===== src/rtl/uart_tx_fifo.sv =====
`default_nettype none
// ============================================================================
// Module      : uart_tx_fifo
// Description : Buffered 8N1 UART transmitter with a valid/ready byte FIFO.
//               Optional even-parity bit when UART_TX_PARITY_EN is defined.
// Revision    : 1.0 - initial release
// ============================================================================
module uart_tx_fifo #(
    parameter int BYTE         = 8,
    parameter int CLKS_PER_BIT = 16,
    parameter int FIFO_DEPTH   = 4
) (
    input  logic                              clk,
    input  logic                              areset,
    input  logic [BYTE-1:0]                   data_in,
    input  logic                              data_valid,
    output logic                              data_ready,
    output logic                              data_out,
    output logic                              tx_busy,
    output logic                              tx_done,
    output logic [$clog2(FIFO_DEPTH+1)-1:0]   fifo_count
);
    localparam int c_PTR_W  = $clog2(FIFO_DEPTH);
    localparam int c_CNT_W  = $clog2(FIFO_DEPTH + 1);
    localparam int c_BAUD_W = $clog2(CLKS_PER_BIT);
    localparam int c_BIT_W  = $clog2(BYTE + 1);

    localparam logic [c_CNT_W-1:0]  c_FULL      = c_CNT_W'(FIFO_DEPTH);
    localparam logic [c_BAUD_W-1:0] c_BAUD_LAST = c_BAUD_W'(CLKS_PER_BIT - 1);
    localparam logic [c_BIT_W-1:0]  c_BIT_LAST  = c_BIT_W'(BYTE - 1);

    localparam logic [2:0] c_ST_IDLE   = 3'd0;
    localparam logic [2:0] c_ST_START  = 3'd1;
    localparam logic [2:0] c_ST_DATA   = 3'd2;
`ifdef UART_TX_PARITY_EN
    localparam logic [2:0] c_ST_PARITY = 3'd3;
`endif
    localparam logic [2:0] c_ST_STOP   = 3'd4;

    logic [BYTE-1:0]     r_mem [FIFO_DEPTH];
    logic [c_PTR_W-1:0]  r_wr_ptr;
    logic [c_PTR_W-1:0]  r_rd_ptr;
    logic [c_CNT_W-1:0]  r_count;
    logic [2:0]          r_state;
    logic [c_BAUD_W-1:0] r_baud;
    logic [c_BIT_W-1:0]  r_bit_cnt;
    logic [BYTE-1:0]     r_shift;
    logic                r_line;
`ifdef UART_TX_PARITY_EN
    logic                r_parity;
`endif

    logic            w_push;
    logic            w_pop;
    logic            w_baud_end;
    logic [BYTE-1:0] w_head;
    logic [BYTE-1:0] w_shift_next;

    assign w_head       = r_mem[r_rd_ptr];
    assign w_shift_next = r_shift >> 1;
    assign w_baud_end   = (r_baud == c_BAUD_LAST);
    assign data_ready   = (r_count < c_FULL);
    assign w_push       = data_valid && data_ready;
    // A pop only ever happens when the shift register is (re)loaded.
    assign w_pop        = (r_count != '0) &&
                          ((r_state == c_ST_IDLE) || ((r_state == c_ST_STOP) && w_baud_end));

    assign data_out   = r_line;
    assign tx_busy    = (r_state != c_ST_IDLE);
    assign tx_done    = (r_state == c_ST_STOP) && w_baud_end;
    assign fifo_count = r_count;

    always_ff @(posedge clk) begin
        if (w_push) begin
            r_mem[r_wr_ptr] <= data_in;
        end
    end

    always_ff @(posedge clk) begin
        if (areset) begin
            r_wr_ptr <= '0;
            r_rd_ptr <= '0;
            r_count  <= '0;
        end else begin
            if (w_push) begin
                r_wr_ptr <= r_wr_ptr + 1'b1;
            end
            if (w_pop) begin
                r_rd_ptr <= r_rd_ptr + 1'b1;
            end
            if (w_push && !w_pop) begin
                r_count <= r_count + 1'b1;
            end else if (w_pop && !w_push) begin
                r_count <= r_count - 1'b1;
            end
        end
    end

    always_ff @(posedge clk) begin
        if (areset) begin
            r_state   <= c_ST_IDLE;
            r_baud    <= '0;
            r_bit_cnt <= '0;
            r_shift   <= '0;
            r_line    <= 1'b1;
`ifdef UART_TX_PARITY_EN
            r_parity  <= 1'b0;
`endif
        end else begin
            r_baud <= w_baud_end ? '0 : r_baud + 1'b1;
            if (w_pop) begin
                r_shift   <= w_head;
                r_bit_cnt <= '0;
`ifdef UART_TX_PARITY_EN
                r_parity  <= ^w_head;
`endif
            end
            case (r_state)
                c_ST_IDLE: begin
                    r_baud <= '0;
                    r_line <= 1'b1;
                    if (w_pop) begin
                        r_state <= c_ST_START;
                        r_line  <= 1'b0;
                    end
                end
                c_ST_START: begin
                    if (w_baud_end) begin
                        r_state <= c_ST_DATA;
                        r_line  <= r_shift[0];
                    end
                end
                c_ST_DATA: begin
                    if (w_baud_end) begin
                        if (r_bit_cnt == c_BIT_LAST) begin
`ifdef UART_TX_PARITY_EN
                            r_state <= c_ST_PARITY;
                            r_line  <= r_parity;
`else
                            r_state <= c_ST_STOP;
                            r_line  <= 1'b1;
`endif
                        end else begin
                            r_shift   <= w_shift_next;
                            r_line    <= w_shift_next[0];
                            r_bit_cnt <= r_bit_cnt + 1'b1;
                        end
                    end
                end
`ifdef UART_TX_PARITY_EN
                c_ST_PARITY: begin
                    if (w_baud_end) begin
                        r_state <= c_ST_STOP;
                        r_line  <= 1'b1;
                    end
                end
`endif
                c_ST_STOP: begin
                    // Chain straight into the next start bit when a byte is waiting.
                    if (w_baud_end) begin
                        if (w_pop) begin
                            r_state <= c_ST_START;
                            r_line  <= 1'b0;
                        end else begin
                            r_state <= c_ST_IDLE;
                            r_line  <= 1'b1;
                        end
                    end
                end
                default: begin
                    r_state <= c_ST_IDLE;
                    r_line  <= 1'b1;
                end
            endcase
        end
    end

endmodule
`default_nettype wire


===== config.mk =====
export PLATFORM = sky130hd
export DESIGN_NAME = uart_tx_fifo
export DESIGN_NICKNAME = d
export VERILOG_FILES = /design/src/rtl/uart_tx_fifo.sv
export SDC_FILE = /design/constraint.sdc
export NUM_CORES = 1
export LEC_CHECK = 0
export ABC_AREA = 1
export BUFFER_PORTS_ARGS = -buffer_cell sky130_fd_sc_hd__buf_2
export CORE_ASPECT_RATIO = 0.7
export CORE_MARGIN = 8
export CORE_UTILIZATION = 25
export CTS_BUF_LIST = sky130_fd_sc_hd__clkbuf_16
export CTS_CLUSTER_SIZE = 40
export DETAILED_ROUTE_END_ITERATION = 8
export PLACE_DENSITY = 0.37
export SETUP_SLACK_MARGIN = 0.4
export SLEW_MARGIN = 10
export SYNTH_ARGS = -nofsm -noshare
export SYNTH_HDL_FRONTEND = slang
export SYNTH_SLANG_ARGS = --single-unit

===== constraint.sdc =====
create_clock -name clk -period 7 [get_ports clk]
set_clock_uncertainty 0.15 [all_clocks]
set_input_delay 0.7 -clock clk [delete_from_list [all_inputs] [get_ports clk]]
set_output_delay 0.7 -clock clk [all_outputs]
set_load 0.01 [all_outputs]

==> impl_metrics.py, run 1 <==
metrics = {
    "worst_setup_path": {
        "cp-end-kind": "flip-flop",
        "path_class": "flip-flop to flip-flop",
        "cp.arrival_ps": 2450,
        "crit_path_start_kind": "flip-flop",
        "worstPathRequired_ps": 7060,
        "cp_max_fo": 19,
    },
    "routing": {
        "routed-via-count": 1952,
        "avgRoutedWirePerCell_um": 12.4,
        "wirelength_um": 5720,
        "initialDrtViolationCount": 150,
        "ant_nets": 0,
        "firstDrtPassIters": 4,
        "viasPerCell": 4.23,
        "route.detailed.drc": 0,
    },
    "floorplanning": {
        "core_area_mm2": 0.0108,
        "io_pins": 18,
        "die_y_um": 103,
        "rows": 32,
        "dieWidth_um": 141,
        "dieArea_mm2": 0.0145,
        "start_util": 0.252,
    },
    "power_and_ir_drop": {
        "power.share.switching": 0.367,
        "seqPwrFrac": 0.393,
        "clockPowerShare": 0.290,
        "power_density_mw_per_mm2": 405,
        "switchingPower_uw": 472,
        "p_leak_uw": 0.00134,
        "power.share.combinational": 0.317,
        "ir_drop_v": 0.000134,
        "internal-power_uw": 814,
        "p_total_uw": 1290,
    },
    "clock_tree": {
        "post_cts_resized": 0,
        "clock_sinks": 61,
        "postCtsSetupBuffers": 0,
        "cts_root_buffer": "clkbuf_16",
        "clockBufferDepth": 2,
        "cts_hold_buffers": 0,
        "cts_tree": "done",
        "cts_buffers": 9,
        "clk_latency_ps": 320,
        "path_clk_slew_ps": 50,
        "ctsHtreeMaxLevel": 3,
    },
    "layout": {
        "stdcell_count": 461,
        "nFillCells": 1177,
        "final_nets": 339,
        "area_growth_pct": 16.7,
        "drive_gt1_frac": 0.123,
        "diodes": 0,
    },
    "timing": {
        "fin_crit_sh": 0.341,
        "rsz0062_at_grt": "no",
        "fmax_ghz": 0.419,
        "tns_ps": 0,
        "slew_headroom": 0.433,
        "worst_slew_pin_slew_ps": 848,
        "fin_ws_ps": 4610,
        "period_needed_ps": 2390,
        "finalSetupViolations": 0,
        "finalHoldViolCount": 0,
        "drv_slew": 0,
        "hold_ws_ps": 298,
    },
    "placed_design": {
        "port_buffers": 17,
        "place_inst": 445,
        "finalWeightedCongestion": 0.722,
        "place_ws_ps": 4600,
        "hpwl_um": 3950,
    },
    "logic_synthesis": {
        "ys_types": 27,
        "syn_avg_cell_area_um2": 9.06,
        "ys_ff_latch": 61,
        "ys_seq_area_frac": 0.567,
        "syn_area_mm2": 0.00272,
        "syn-num-nets": 319,
        "syn_inst": 300,
        "yosysWarnings": 0,
    },
    "min_path": {
        "holdCritPathClass": "flip-flop to flip-flop",
    },
    "grt": {
        "antenna_found_initial": 0,
        "grt_usage": 0.0907,
        "grt_max_degree": 20,
        "gr-total-overflow": 0,
        "grt_first_pass_wirelength_um": 10100,
        "grt_pass1_vias": 1978,
    },
    "job": {
        "maxCapViolCount": 0,
    },
    "run_status": {
        "status": "finished, final reports clean",
    },
}
==> power groups by stage <==
stage	combinational [uW]	sequential [uW]	clock, uW
CTS	416	508	388
finish	408	505	373
floorplan	333	485	0
global route	487	517	404
detailed placement	414	513	0
global placement	417	514	0
==> Yosys cell counts <==
library cell / n / area [um2]
a21oi_1: 15 / 75.1
a21oi_2: 2 / 17.5
buf_2: 5 / 25.0
buf_6: 1 / 11.3
clkbuf_1: 1 / 3.75
clkbuf_8: 1 / 13.8
clkinv_2: 1 / 5.00
dfxtp_1: 29 / 581
edfxtp_1: 32 / 961
fa_1: 1 / 20.0
ha_1: 7 / 87.6
inv_1: 37 / 139
inv_2: 2 / 7.51
nand2_1: 49 / 184
nand2_4: 2 / 22.5
nand3_1: 25 / 125
nand3_4: 1 / 17.5
nor2_1: 47 / 176
nor2_2: 1 / 6.26
nor2_4: 2 / 22.5
nor3_1: 1 / 5.00
nor3_2: 1 / 10.0
o21ai_0: 31 / 155
or2_1: 1 / 6.26
or2_2: 1 / 6.26
xnor2_1: 2 / 17.5
xor2_1: 2 / 17.5
==> area by class of cell <==
| type | instances | area (um2) | share of cell area |
|---|---|---|---|
| Clock inverter | 7 | 27.5 | 0.00868 |
| Sequential cell | 61 | 1540 | 0.486 |
| Multi-Input combinational cell | 191 | 972 | 0.306 |
| Inverter | 40 | 151 | 0.0477 |
| Clock buffer | 9 | 225 | 0.0710 |
| Tap cell | 136 | 170 | 0.0536 |
| Timing Repair Buffer | 17 | 85.1 | 0.0268 |
==> critical path, cell delays in order (launching register included) <==
cell,delay [ps]
dfxtp_1,320
ha_1,250
nand3_4,170
a21oi_2,100
nand2_4,210
ha_1,190
inv_1,60
fa_1,380
a21oi_1,140
o21ai_0,110
o21ai_0,160
a21oi_1,50
==> kinds of logic after synthesis <==
logic type	count (synthesis)	synth area share
compound gates	48	0.0911
xor+xnor	4	0.0129
fa+ha+maj	8	0.0396
buf+inv	48	0.0755
flops	61	0.567
simple gates	131	0.214
==> layout by cell type (no fill, tap or decap) <==
| master | instances |
|---|---|
| a21oi_1 | 15 |
| a21oi_2 | 2 |
| buf_2 | 17 |
| clkbuf_16 | 9 |
| clkinv_1 | 3 |
| clkinv_2 | 2 |
| dfxtp_1 | 29 |
| edfxtp_1 | 32 |
| fa_1 | 1 |
| ha_1 | 7 |
| inv_1 | 40 |
| inv_2 | 2 |
| nand2_1 | 49 |
| nand2_4 | 2 |
| nand3_1 | 25 |
| nand3_4 | 1 |
| nor2_1 | 47 |
| nor2_2 | 1 |
| nor2_4 | 2 |
| nor3_1 | 1 |
| nor3_2 | 1 |
| o21ai_0 | 31 |
| or2_1 | 1 |
| or2_2 | 1 |
| xnor2_1 | 2 |
| xor2_1 | 2 |
==> metal layers <==
layer	part of all wire	GRT usage	up-vias
li1	-	-	1011
met2	0.41	0.132	34
met4	0.019	0.0370	0
met5	0	0	-
met1	0.53	0.119	897
met3	0.045	0.0348	10
==> per-stage QoR <==
step | instance area [um2] | utilization
after CTS | 3170 | 0.294
after global routing | 3170 | 0.294
final | 3170 | 0.294
after floorplan | 2720 | -
after detailed placement | 2920 | 0.270
after global placement | 2920 | 0.270
==> state kept, by name, indices dropped and copies added, names as in the netlist, named ones only <==
signal and cells:
data_out 1, r_state 3, r_baud 4, r_wr_ptr 2, r_rd_ptr 2, r_bit_cnt 4, fifo_count 3, r_mem 32
r_shift 8
==> final timing paths <==
check | start | endpoint | slack, ps | cells past startpoint
max | r_baud[0]$_SDFF_PP0_ | fifo_count[2]$_SDFFE_PP0P_ | 4610 | 11
min | r_baud[0]$_SDFF_PP0_ | r_baud[0]$_SDFF_PP0_ | 300 | 1
max reg2reg | r_baud[0]$_SDFF_PP0_ | fifo_count[2]$_SDFFE_PP0P_ | 4610 | 11
min reg2reg | r_baud[0]$_SDFF_PP0_ | r_baud[0]$_SDFF_PP0_ | 300 | 1
Note: power is estimated with default switching activity, not from simulation.
==> run 2: changes to the inputs <==
==> constraint.sdc (replaced) <==
create_clock -name clk -period 2.3 [get_ports clk]
set_clock_uncertainty 0.15 [all_clocks]
set_input_delay 0.23 -clock clk [delete_from_list [all_inputs] [get_ports clk]]
set_output_delay 0.23 -clock clk [all_outputs]
set_load 0.01 [all_outputs]
==> impl_metrics.py, run 2 (synthesis gave the netlist of run 1 again) <==
metrics = {
    "grt": {
        "antenna_found_initial": 0,
        "grt_usage": 0.0903,
        "grt_max_degree": 19,
        "grt_pass1_vias": 1977,
        "grt_first_pass_wirelength_um": 9870,
        "gr-total-overflow": 0,
    },
    "timing": {
        "tns_ps": 0,
        "hold_ws_ps": 36.5,
        "fmax_ghz": 0.524,
        "rsz0062_at_grt": "yes",
        "slew_headroom": 0.638,
        "worst_slew_pin_slew_ps": 542,
        "fin_ws_ps": 393,
        "drv_slew": 0,
        "fin_crit_sh": 0.829,
        "finalHoldViolCount": 0,
        "period_needed_ps": 1910,
        "finalSetupViolations": 0,
    },
    "clock_tree": {
        "cts_root_buffer": "clkbuf_16",
        "clockBufferDepth": 2,
        "cts_buffers": 9,
        "clk_latency_ps": 320,
        "clock_sinks": 61,
        "cts_tree": "done",
        "ctsHtreeMaxLevel": 3,
        "path_clk_slew_ps": 50,
    },
    "routing": {
        "routed-via-count": 1981,
        "route.detailed.drc": 0,
        "avgRoutedWirePerCell_um": 12.5,
        "firstDrtPassIters": 6,
        "wirelength_um": 5990,
        "ant_nets": 0,
        "viasPerCell": 4.14,
        "initialDrtViolationCount": 153,
    },
    "run_status": {
        "status": "finished, final reports clean",
    },
    "layout": {
        "diodes": 0,
        "final_nets": 357,
        "layout_common_cells": "47 x nand2_1, 46 x nor2_1, 38 x inv_1, 32 x edfxtp_1",
        "regMostFlops": "r_mem",
        "reg_top3": "r_mem x32, r_shift x8",
        "drive_gt1_frac": 0.187,
        "stdcell_count": 479,
        "largest_register_ffs": 32,
        "area_growth_pct": 24.7,
        "final_common_cell": "nand2_1",
    },
    "placed_design": {
        "port_buffers": 17,
        "finalWeightedCongestion": 0.759,
        "hpwl_um": 3990,
        "place_ws_ps": 334,
        "place_inst": 453,
    },
    "worst_setup_path": {
        "cpPeakStageDelay_ps": 350,
        "cp_max_fo": 3,
        "crit_path_start_kind": "flip-flop",
        "worstPathRequired_ps": 2360,
        "cp-end-kind": "flip-flop",
        "cpMostUsedCell": "ha_4",
        "cp_slowest_cell": "fa_2",
        "path_class": "flip-flop to flip-flop",
        "worst-path-buf-inv": 1,
        "cp_cell_sequence": "ha_4 -> nand3_4 -> a21oi_4 -> nand2_4 -> ha_4 -> inv_4 -> fa_2 -> a21oi_2 -> o21ai_2 -> o21ai_1 -> a21oi_1",
        "crit_family": "adder cells",
        "cp.arrival_ps": 1970,
    },
    "floorplanning": {
        "start_util": 0.252,
        "dieArea_mm2": 0.0145,
        "io_pins": 18,
        "rows": 32,
        "die_y_um": 103,
        "dieWidth_um": 141,
        "core_area_mm2": 0.0108,
    },
    "power_and_ir_drop": {
        "power_density_mw_per_mm2": 1230,
        "p_leak_uw": 0.00143,
        "ir_drop_v": 0.000588,
    },
    "min_path": {
        "holdCritPathClass": "input port to flip-flop",
    },
    "job": {
        "maxCapViolCount": 0,
    },
}
[run 2: final cells by class]
cell class,instances,area (um2)
well taps,136,170
fillers,1144,7420
repair buffers,35,240
inverters,40,155
clock buffers,9,225
flip-flops and latches,61,1540
clock inverters,7,27.5
multi-input cells,191,1030
[run 2: where the power goes]
part / internal (uW) / total [uW] / switching (uW)
Clock: 704 / 1160 / 452
Sequential: 1360 / 1480 / 113
Combinational: 560 / 1520 / 961
Total: 2630 / 4150 / 1530
[run 2: worst paths after layout]
check / from / endpoint / slack, ps / cells after the start
max reg2reg: r_baud[0]$_SDFF_PP0_ / fifo_count[2]$_SDFFE_PP0P_ / 390 / 11
min: areset / r_bit_cnt[0]$_SDFF_PP0_ / 40 / 2
max: r_baud[0]$_SDFF_PP0_ / fifo_count[2]$_SDFFE_PP0P_ / 390 / 11
min reg2reg: r_baud[0]$_SDFF_PP0_ / r_baud[0]$_SDFF_PP0_ / 290 / 1
[run 2: repair_timing]
item                                    CTS  global route
endpoints found under the hold margin    32             0
hold buffers                              8             0
setup buffers                             0             2
pin swaps                                 1             3
gates resized for setup                   2             8
endpoints found under the setup margin    2             5
[run 2: metal layers]
metal / GRT usage / up-vias / wire length (um)
met5: 0 / - / 0
met4: 0.0288 / 0 / 51
met3: 0.0399 / 4 / 198
met2: 0.130 / 21 / 2440
met1: 0.119 / 901 / 3300
li1: - / 1055 / -
[run 2: per-stage QoR]
step / utilization / area, um2 / total power [uW]
6_report: 0.314 / 3390 / 4150
5_1_grt: 0.314 / 3390 / 4510
4_1_cts: 0.310 / 3360 / 4140
3_5_place_dp: 0.279 / 3020 / 2940
3_3_place_gp: 0.279 / 3020 / 2940
2_1_floorplan: - / 2760 / 2550
